**src/rtl/wrr_hold_arbiter.sv**
```systemverilog
// Weighted round-robin arbiter that holds each grant for a whole transaction.
// Define WRR_WATCHDOG_EN to force-revoke grants held for MAXHOLD cycles.
module wrr_hold_arbiter #(
    parameter int unsigned NREQ    = 4,
    parameter int unsigned WW      = 3,
    parameter int unsigned MAXHOLD = 16
) (
    input  logic                    clk_i,
    input  logic                    rst_i,
    input  logic [NREQ-1:0]         req_i,
    input  logic [NREQ-1:0]         rel_i,
    input  logic [NREQ*WW-1:0]      weight_i,
    output logic [NREQ-1:0]         gnt_o,
    output logic [$clog2(NREQ)-1:0] gnt_id_o,
    output logic                    busy_o,
    output logic                    timeout_o
);
    localparam int unsigned IW = $clog2(NREQ);

    typedef enum logic {IDLE, GRANT} state_e;

    if (NREQ < 2 || NREQ > 8 || MAXHOLD < 2 || WW < 1) begin : g_param_check
        $error("wrr_hold_arbiter: unsupported parameter set");
    end

    state_e          state_q;
    logic [NREQ-1:0] gnt_q;
    logic [IW-1:0]   gnt_id_q;
    logic [IW-1:0]   ptr_q;
    logic [WW-1:0]   credit_q;
    logic            busy_q;

    logic [WW-1:0]   wt_c [NREQ];
    logic [IW-1:0]   arb_base_c;
    logic [IW-1:0]   arb_idx_c;
    logic            arb_found_c;
    logic [WW-1:0]   credit_load_c;
    logic [WW-1:0]   credit_dec_c;
    logic            own_req_c;
    logic            own_rel_c;
    logic            wd_c;
    logic            end_c;
    logic            regrant_c;
    logic            rotate_c;
    logic            load_c;
    logic            go_idle_c;

    for (genvar g = 0; g < NREQ; g++) begin : g_wt
        assign wt_c[g] = weight_i[g*WW +: WW];
    end

    assign own_req_c = req_i[gnt_id_q];
    assign own_rel_c = rel_i[gnt_id_q];

`ifdef WRR_WATCHDOG_EN
    localparam int unsigned HW = $clog2(MAXHOLD);

    logic [HW-1:0] hold_cnt_q;
    logic          timeout_q;

    assign wd_c = (state_q == GRANT) && (hold_cnt_q == HW'(MAXHOLD - 1))
                  && own_req_c && !own_rel_c;
    assign timeout_o = timeout_q;
`else
    assign wd_c      = 1'b0;
    assign timeout_o = 1'b0;
`endif

    // Rotation base: last owner at the end of a transaction, saved pointer otherwise.
    assign arb_base_c = (state_q == GRANT) ? gnt_id_q : ptr_q;

    always_comb begin
        int unsigned idx;
        arb_found_c = 1'b0;
        arb_idx_c   = '0;
        idx         = 0;
        for (int unsigned k = 1; k <= NREQ; k++) begin
            idx = (32'(arb_base_c) + k) % NREQ;
            if (!arb_found_c && req_i[IW'(idx)]) begin
                arb_found_c = 1'b1;
                arb_idx_c   = IW'(idx);
            end
        end
    end

    assign credit_load_c = (wt_c[arb_idx_c] == '0) ? WW'(1) : wt_c[arb_idx_c];
    assign credit_dec_c  = credit_q - WW'(1);

    assign end_c     = (state_q == GRANT) && (own_rel_c || !own_req_c || wd_c);
    assign regrant_c = end_c && (credit_dec_c != '0) && own_req_c && !wd_c;
    assign rotate_c  = end_c && !regrant_c;
    assign load_c    = arb_found_c && ((state_q == IDLE) || rotate_c);
    assign go_idle_c = rotate_c && !arb_found_c;

    always_ff @(posedge clk_i) begin
        if (rst_i) begin
            state_q    <= IDLE;
            gnt_q      <= '0;
            gnt_id_q   <= '0;
            ptr_q      <= IW'(NREQ - 1);
            credit_q   <= '0;
            busy_q     <= 1'b0;
`ifdef WRR_WATCHDOG_EN
            hold_cnt_q <= '0;
            timeout_q  <= 1'b0;
`endif
        end else begin
`ifdef WRR_WATCHDOG_EN
            timeout_q <= wd_c;
`endif
            if (rotate_c) begin
                ptr_q <= gnt_id_q;
            end
            if (load_c) begin
                state_q    <= GRANT;
                gnt_q      <= NREQ'(1) << arb_idx_c;
                gnt_id_q   <= arb_idx_c;
                busy_q     <= 1'b1;
                credit_q   <= credit_load_c;
`ifdef WRR_WATCHDOG_EN
                hold_cnt_q <= '0;
`endif
            end else if (go_idle_c) begin
                state_q  <= IDLE;
                gnt_q    <= '0;
                busy_q   <= 1'b0;
                credit_q <= '0;
            end else if (regrant_c) begin
                credit_q   <= credit_dec_c;
`ifdef WRR_WATCHDOG_EN
                hold_cnt_q <= '0;
`endif
            end
`ifdef WRR_WATCHDOG_EN
            else if (state_q == GRANT && hold_cnt_q != HW'(MAXHOLD - 1)) begin
                hold_cnt_q <= hold_cnt_q + HW'(1);
            end
`endif
        end
    end

    assign gnt_o    = gnt_q;
    assign gnt_id_o = gnt_id_q;
    assign busy_o   = busy_q;

endmodule
```
**config.mk**
```make
export PLATFORM = sky130hd
export DESIGN_NAME = wrr_hold_arbiter
export DESIGN_NICKNAME = d
export VERILOG_FILES = /design/src/rtl/wrr_hold_arbiter.sv
export SDC_FILE = /design/constraint.sdc
export NUM_CORES = 1
export LEC_CHECK = 0
export ABC_CLOCK_PERIOD_IN_PS = 3000
export CORE_MARGIN = 1
export CORE_UTILIZATION = 44
export CTS_CLUSTER_DIAMETER = 150
export DETAILED_ROUTE_END_ITERATION = 12
export PLACE_DENSITY = 0.78
export REMOVE_ABC_BUFFERS = 1
export SETUP_SLACK_MARGIN = 0.05
export SYNTH_ARGS = -nofsm -noshare
export SYNTH_HDL_FRONTEND = slang
export SYNTH_SLANG_ARGS = --single-unit
```
**constraint.sdc**
```tcl
create_clock -name clk_i -period 3 [get_ports clk_i]
set_input_delay 0.3 -clock clk_i [delete_from_list [all_inputs] [get_ports clk_i]]
set_output_delay 0.3 -clock clk_i [all_outputs]
set_load 0.05 [all_outputs]
```
After elaboration in Yosys (flattened, before gate mapping)
Index checks and enable logic that the tools add are counted.

Mux-type cells: 32. Order comparisons: 6. Shifts and indexed selects: 1. Reduce and logical (&&, ||, !) cells: 21. $add $sub $neg: 5. Bitwise operators: 2.

Operator list (number): two-way mux 3 bit (6); < comparator 2 x 3 -> 1 bit, second input constant (5); binary-select mux 1 bit (select 2 bit) (6); two-way mux 1 bit (12); two-way mux 2 bit (5); logical AND 1 bit (9); two-way mux 4 bit (2); binary-select mux 3 bit (select 2 bit) (1); zero test 1 bit (6); nonzero test 3 bit (2); adder 2 x 1 -> 2 bit, second input constant (2); adder 2 bit, second input constant (2); << shifter 1 x 2 -> 4 bit, first input constant (1); greater-or-equal comparator 3 bit, second input constant (1); zero test 3 bit (1); NOT 2 -> 3 bit (1); subtractor 3 x 1 -> 3 bit, second input constant (1); logical OR 1 bit (2); nonzero test 2 bit (1); NOT 1 bit (1).

Register bits: 12. Logic and storage cells: 72. Output and inout port bits: 8. Input port bits: 22.

Logic depth before layout (Yosys ltp)
Gate-level depths: netlist (run 1).

Depth after elaboration: 21. Mapped depth: 8. Mapped depth without buffers: 8.

Worst setup path before layout (run 1)
Ideal clock, no wire load.

Path kind: register to register. From: register, netlist name busy_o. To: register credit_q[2]. Required time: 2881 ps. Setup time: 119 ps. Buffers on the path: 0. Path slack: 400 ps. Data arrival time: 2481 ps. Period minus slack after synthesis: 2600 ps. Cell stages (with the launch flop): 7. Cells stage by stage: dfxtp_1 > mux2i_1 > mux2_4 > a211o_1 > a211oi_1 > nor3_1 > o221a_1.

RTL lines: to (signal assigned) (line 119) `credit_q <= credit_load_c;`; to (signal assigned) (line 129) `credit_q <= credit_dec_c;`; to (decl) (line 30) `logic [WW-1:0] credit_q;`.

==> results of run 1 <==
-- sequential cells by signal, indices dropped and copies added (netlist names) --
signal	count
credit_q	3
ptr_q	2
busy_o	1
gnt_o	4
gnt_id_o	2
-- worst reg2reg max path, stage by stage, from the launching register on --
cell,delay (ns)
dfxtp_1,0.45
mux2i_1,0.57
mux2_4,0.41
a211o_1,0.35
a211oi_1,0.33
nor3_1,0.08
o221a_1,0.23
-- metal layers --
layer / vias to the layer above / track usage (%)
met3: 8 / 3.85
met5: - / 0
li1: 437 / -
met4: 0 / 6.86
met1: 425 / 27.9
met2: 38 / 41.4
-- final cells by class --
cell class | count | area, sq um | share of cell area (%)
timing repair buffer | 28 | 280 | 23.1
sequential | 12 | 240 | 19.8
multi-input combinational | 78 | 589 | 48.7
clock buffer | 4 | 36.3 | 3.00
tap | 25 | 31.3 | 2.58
inverter | 9 | 33.8 | 2.79
-- logic make-up after synthesis --
| group | Yosys count |
|---|---|
| AO/OA/AOI/OAI | 35 |
| XOR/XNOR | 1 |
| adder cells (fa/ha/maj) | 2 |
| buffers and inverters | 13 |
| flip-flops | 12 |
| multiplexers | 11 |
| other | 1 |
| AND/OR/NAND/NOR | 28 |
-- power by group through the flow --
| stage | sequential, W | clock [W] | combinational [W] |
|---|---|---|---|
| after floorplan | 0.000247 | 0 | 0.000180 |
| final | 0.000206 | 0.000134 | 0.000315 |
| after global placement | 0.000209 | 0 | 0.000306 |
| after CTS | 0.000206 | 0.000136 | 0.000315 |
| after detailed placement | 0.000210 | 0 | 0.000313 |
| after global routing | 0.000209 | 0.000143 | 0.000341 |
-- per-stage QoR --
step | cells | setup slack (ns) | util, %
after detailed placement | 152 | 0.422 | 65.2
after global routing | 156 | 0.321 | 67.2
final | 156 | 0.489 | 67.2
after CTS | 156 | 0.510 | 67.2
after global placement | 152 | 0.455 | 65.2
after floorplan | 99 | 0.400 | -
-- how the worst max path moves through the flow --
stage	start	end	slack (ns)	depth (start not counted)
3_3_place_gp	req_i[3]	credit_q[1]$_SDFFE_PP0P_	0.46	6
2_1_floorplan	busy_o$_SDFFE_PP0P_	credit_q[2]$_SDFFE_PP0P_	0.40	6
6_report	busy_o$_SDFFE_PP0P_	credit_q[2]$_SDFFE_PP0P_	0.49	6
5_1_grt	busy_o$_SDFFE_PP0P_	credit_q[1]$_SDFFE_PP0P_	0.32	6
4_1_cts	busy_o$_SDFFE_PP0P_	credit_q[2]$_SDFFE_PP0P_	0.51	6
3_5_place_dp	req_i[3]	credit_q[1]$_SDFFE_PP0P_	0.42	6
-- cell usage in the layout (no fill, tap or decap), drive strengths merged, types with 2 or more instances in the layout --
cell type / netlist / final
a2111oi: 4 / 4
a211oi: 5 / 5
a21boi: 2 / 2
a21o: 3 / 3
a21oi: 4 / 4
a22oi: 4 / 4
and2: 2 / 2
clkbuf: 0 / 4
clkdlybuf4s50: 0 / 28
dfxtp: 12 / 12
ha: 2 / 2
inv: 9 / 9
mux2: 2 / 2
mux2i: 7 / 7
mux4: 2 / 2
nand2: 7 / 7
nand2b: 2 / 2
nand4: 2 / 2
nor2: 10 / 10
o21ai: 4 / 4
==> out/results.tsv, run 1 <==
stage	metric	value	unit
outcome	status	finished clean	
clock_network	hold_buf cts	0	
synth	top-count cell post-synth	dfxtp_1	
routing	First-pass DRT Iterations	4	
global_routing	initial antenna violation count	0	
sta	RSZ-0062 raised after global routing	false	
synth	top post-synthesis cells by count	dfxtp_1, nor2_1, inv_1, mux2i_1, nand2_1	
global_routing	Overflow after GRT	0	
worst_setup_path	Reg-to-Reg End	credit_q[2]$_SDFFE_PP0P_	
worst_setup_path	Arr. time, crit path	2.69	ns
worst_setup_path	Worst EP required	3.18	ns
min_path	worst hold endpoint	ptr_q[0]$_SDFFE_PP1P_	
synth	post-synth cell types	40	
routing	drt total wl	2170	um
clock_network	total clock buffers created by CTS	3	
placement	Detail Placement HPWL	1710	um
worst_setup_path	r2r setup slk	0.49	ns
sta	Final Hold Fails	0	
global_routing	largest net degree at the start of global routing	12	
synth	main combinational cell family by area after synthesis	compound AO/OA/AOI/OAI gates	
sta	Hold WS	0.495	ns
placement	RD Place Congestion	0.813	
clock_network	CTS tree	built	
clock_network	clk sink count	12	
worst_setup_path	delay-heaviest family, CP	multiplexers	
global_routing	number of global-route vias before repair	865	
flow_run	Max-Cap Viols	0	
synth	Mapped Cells	103	
power	Leakage	0.490	nW
synth	Synth Area in XOR/XNOR	0.990	%
routing	# DRC	0	
worst_setup_path	reg2reg path depth	6	
worst_setup_path	crit-path cells	mux2i_1, mux2_4, a211o_1, a211oi_1, nor3_1, o221a_1	
synth	post-synthesis mux area share	16.0	%
synth	Post-Synth Adder-Cell Area	2.83	%
power	sequential fraction of design power	31.5	%
finish	Synth-to-Final Area Change	36.9	%
synth	synth warn	0	
floorplan	Die Height	46.8	um
clock_network	Root Driver	clkbuf_4	
routing	Top Layer Used	met4	
placement	area of placed instances	0.00117	sq mm
floorplan	num rows	15	
sta	Max Slew Vio Count	0	
global_routing	first-pass GRT wire length	3620	um
routing	Iter 0 DRT Violations	21	
clock_network	clock buffer depth	2	
routing	wire per inst	13.9	um
worst_setup_path	CP Buf/Inv Count	0	
floorplan	Core Box Area	0.00180	sq mm
placement	Port Buffer Count	28	
finish	# fillers	163	
synth	complex-gate fraction of the synthesized area	31.7	%
power	Switching Share	39.4	%
sta	final setup violating endpoints	0	
clock_network	Worst-Skew Late Latency	0.28	ns
routing	vias post-DR	908	
finish	share of cells above drive strength 1	9.16	%
synth	Synth Area in Simple Gates	14.7	%
synth	cell taking the most area after synthesis	dfxtp_1	
worst_setup_path	Crit Path Max Fanout	7	
finish	# diodes	0	
clock_network	Clk pin slew, worst setup/hold paths	0.09	ns
floorplan	die area	0.00219	sq mm
clock_network	post-CTS setup buffer count	0	
power	Max VDD drop	0.383	mV
power	Clk pwr share	20.5	%
sta	skew final	0.00646	ns
power	Internal	0.000397	W
routing	met1 WL	947	um
synth	sequential share of the synthesized area	27.2	%
floorplan	die width	46.8	um
min_path	worst hold stages	2	
min_path	hold_sp	ptr_q[0]$_SDFFE_PP1P_	
min_path	Hold WC Path Type	reg2reg	
global_routing	All-Layer GR Usage	23.0	%
finish	design area	0.00121	sq mm
power	combinational power share	48.1	%
worst_setup_path	kind of critical path	reg2reg	
synth	post-synth top area share	27.2	%
routing	WL met2	1070	um
sta	setup TNS	0	ns
routing	met3 wire length	104	um
synth	Post-synth EDFFs	0	
worst_setup_path	Critical R2R Launch	busy_o$_SDFFE_PP0P_	
clock_network	H-tree levels	1	
synth	Syn Area/Cell	8.59	sq um
worst_setup_path	slowest stage delay, CP	0.57	ns
finish	Final #Nets	156	
worst_setup_path	crit end category	register	
power	final total power	0.000655	W
power	power per standard cell area	541	mW/mm^2
floorplan	Initial Util	49.1	%
sta	Rel. slew slack	59.3	%
worst_setup_path	slowest stage cell on the critical path	mux2i_1	
synth	Main synth FF type	dfxtp_1	
sta	maximum achievable frequency	398	MHz
worst_setup_path	Worst setup SP type	register	
synth	Seq cells post-synth	12	
synth	Async SR Flop Fraction	0	%
synth	top cells by area, synth	dfxtp_1, mux2i_1, mux4_2, nor2_1, inv_1	
clock_network	post-CTS sizing	0	
power	Sw Pwr	0.000258	W
routing	post-route ant nets	0	
sta	Tcrit/Tclk final	83.7	%
synth	mapped cell area	885	sq um
sta	Tightest Pin Transition	0.594	ns
routing	drt via density	5.82	
sta	Min Clock Period, post-route	2.51	ns
floorplan	# IOs	30	
Power figures use the tool's default switching activity.
==> run 2: changes to the inputs <==
--- a/config.mk
+++ b/config.mk
@@ -5,7 +5,7 @@
 export SDC_FILE = /design/constraint.sdc
 export NUM_CORES = 1
 export LEC_CHECK = 0
-export ABC_CLOCK_PERIOD_IN_PS = 3000
+export ABC_CLOCK_PERIOD_IN_PS = 2350
 export CORE_MARGIN = 1
 export CORE_UTILIZATION = 44
 export CTS_CLUSTER_DIAMETER = 150
==> constraint.sdc (replaced) <==
create_clock -name clk_i -period 2.35 [get_ports clk_i]
set_input_delay 0.235 -clock clk_i [delete_from_list [all_inputs] [get_ports clk_i]]
set_output_delay 0.235 -clock clk_i [all_outputs]
set_load 0.05 [all_outputs]
==> run 2 against run 1 <==
Net effect: register-to-register slack worse by 0.35 ns; critical path type unchanged; largest cell class unchanged; clock-buffer cell count decreased by 1; global-route usage rose by 3.3 points.
==> out/results.tsv, run 2 (synthesized netlist as in run 1, its figures left out) <==
stage	metric	value	unit
worst_setup_path	Arr. time, crit path	2.38	ns
clock_network	Clk pin slew, worst setup/hold paths	0.07	ns
floorplan	die area	0.00219	sq mm
worst_setup_path	crit end category	register	
floorplan	die width	46.8	um
outcome	status	finished clean	
sta	Tcrit/Tclk final	94.2	%
routing	Top Layer Used	met4	
worst_setup_path	Worst EP required	2.52	ns
routing	drt via density	5.92	
placement	Port Buffer Count	28	
finish	commonest non-fill, non-tap cells in the layout	clkdlybuf4s50_1, dfxtp_1, nor2_1	
sta	Hold WS	0.505	ns
sta	final setup violating endpoints	0	
clock_network	Root Driver	clkbuf_4	
finish	max reg flops	4	
worst_setup_path	delay-heaviest family, CP	compound AO/OA/AOI/OAI gates	
placement	RD Place Congestion	0.854	
routing	WL met2	1280	um
finish	most common cell after layout, fill and taps aside	clkdlybuf4s50_1	
routing	Iter 0 DRT Violations	24	
routing	# DRC	0	
worst_setup_path	Worst setup SP type	register	
finish	share of cells above drive strength 1	15.3	%
floorplan	Initial Util	49.1	%
sta	Max Slew Vio Count	0	
routing	drt total wl	2470	um
finish	Final #Nets	163	
power	Max VDD drop	0.489	mV
placement	Detail Placement HPWL	1900	um
flow_run	Max-Cap Viols	0	
worst_setup_path	Crit. Startpoint	busy_o$_SDFFE_PP0P_	
clock_network	total clock buffers created by CTS	3	
finish	# diodes	0	
worst_setup_path	CP Buf/Inv Count	0	
power	Leakage	0.518	nW
sta	maximum achievable frequency	452	MHz
worst_setup_path	Crit Path Max Fanout	7	
sta	setup TNS	0	ns
worst_setup_path	kind of critical path	reg2reg	
worst_setup_path	slowest stage delay, CP	0.39	ns
global_routing	first-pass GRT wire length	4080	um
global_routing	initial antenna violation count	0	
floorplan	num rows	15	
floorplan	# IOs	30	
floorplan	Die Height	46.8	um
global_routing	largest net degree at the start of global routing	10	
finish	design area	0.00129	sq mm
sta	Final Hold Fails	0	
global_routing	Overflow after GRT	0	
sta	RSZ-0062 raised after global routing	false	
sta	skew final	0.00179	ns
routing	vias post-DR	959	
routing	wire per inst	15.2	um
sta	Rel. slew slack	56.5	%
finish	Synth-to-Final Area Change	45.4	%
placement	area of placed instances	0.00123	sq mm
global_routing	number of global-route vias before repair	918	
clock_network	CTS tree	built	
worst_setup_path	crit-path cells	mux2i_4, mux2_4, a211o_1, a211oi_1, nor3_1, o221a_1	
clock_network	post-CTS setup buffer count	0	
min_path	hold_sp	ptr_q[0]$_SDFFE_PP1P_	
min_path	Hold WC Path Type	reg2reg	
clock_network	H-tree levels	1	
clock_network	Worst-Skew Late Latency	0.27	ns
clock_network	clk sink count	12	
clock_network	hold_buf cts	0	
routing	met1 WL	985	um
routing	First-pass DRT Iterations	4	
sta	Tightest Pin Transition	0.647	ns
worst_setup_path	Critical R2R Launch	busy_o$_SDFFE_PP0P_	
worst_setup_path	slowest stage cell on the critical path	dfxtp_1	
floorplan	Core Box Area	0.00180	sq mm
global_routing	All-Layer GR Usage	26.3	%
finish	Core Util, Final	71.4	%
power	final total power	0.000835	W
sta	Min Clock Period, post-route	2.21	ns
power	power per standard cell area	649	mW/mm^2
clock_network	clock buffer depth	2	
routing	met3 wire length	145	um
routing	post-route ant nets	0	
-- run 2: per-stage QoR --
stage,std cells,setup slack (ns)
after floorplan,99,-0.250
after global placement,159,0.0577
after detailed placement,159,-0.0297
after CTS,162,0.0982
after global routing,162,0.00688
final,162,0.137
-- run 2: cell type report --
type | instances | area (sq um)
fill | 147 | 515
inverter | 9 | 33.8
multi-input combinational | 78 | 626
sequential | 12 | 240
clock buffer | 3 | 22.5
tap | 25 | 31.3
timing repair buffer | 35 | 333
-- run 2: path summary, 6_finish.rpt --
path,end,slack (ns),cells after the start
setup / recovery,credit_q[2]$_SDFFE_PP0P_,0.14,6
setup reg to reg,credit_q[2]$_SDFFE_PP0P_,0.14,6
hold reg to reg,ptr_q[0]$_SDFFE_PP1P_,0.50,2
hold / removal,ptr_q[0]$_SDFFE_PP1P_,0.50,2
-- run 2: worst min-delay path: stages (launching register included) --
cell	delay, ns
dfxtp_1	0.35
mux2i_1	0.07
nand2_1	0.06
-- run 2: report_power, final --
| group | switching [W] | internal (W) |
|---|---|---|
| Sequential | 0.0000282 | 0.000236 |
| Combinational | 0.000244 | 0.000199 |
| Clock | 0.0000680 | 0.0000594 |
-- run 2: layer usage --
metal / track usage, % / vias to the layer above
met5: 0 / -
met3: 6.92 / 9
li1: - / 451
met4: 7.43 / 0
met2: 45.6 / 46
met1: 32.1 / 453
-- run 2: what timing repair did --
action / CTS / global route
resized for setup: 0 / 7
setup endpoints to repair: 0 / 3
endpoints found under the hold margin: 0 / 0
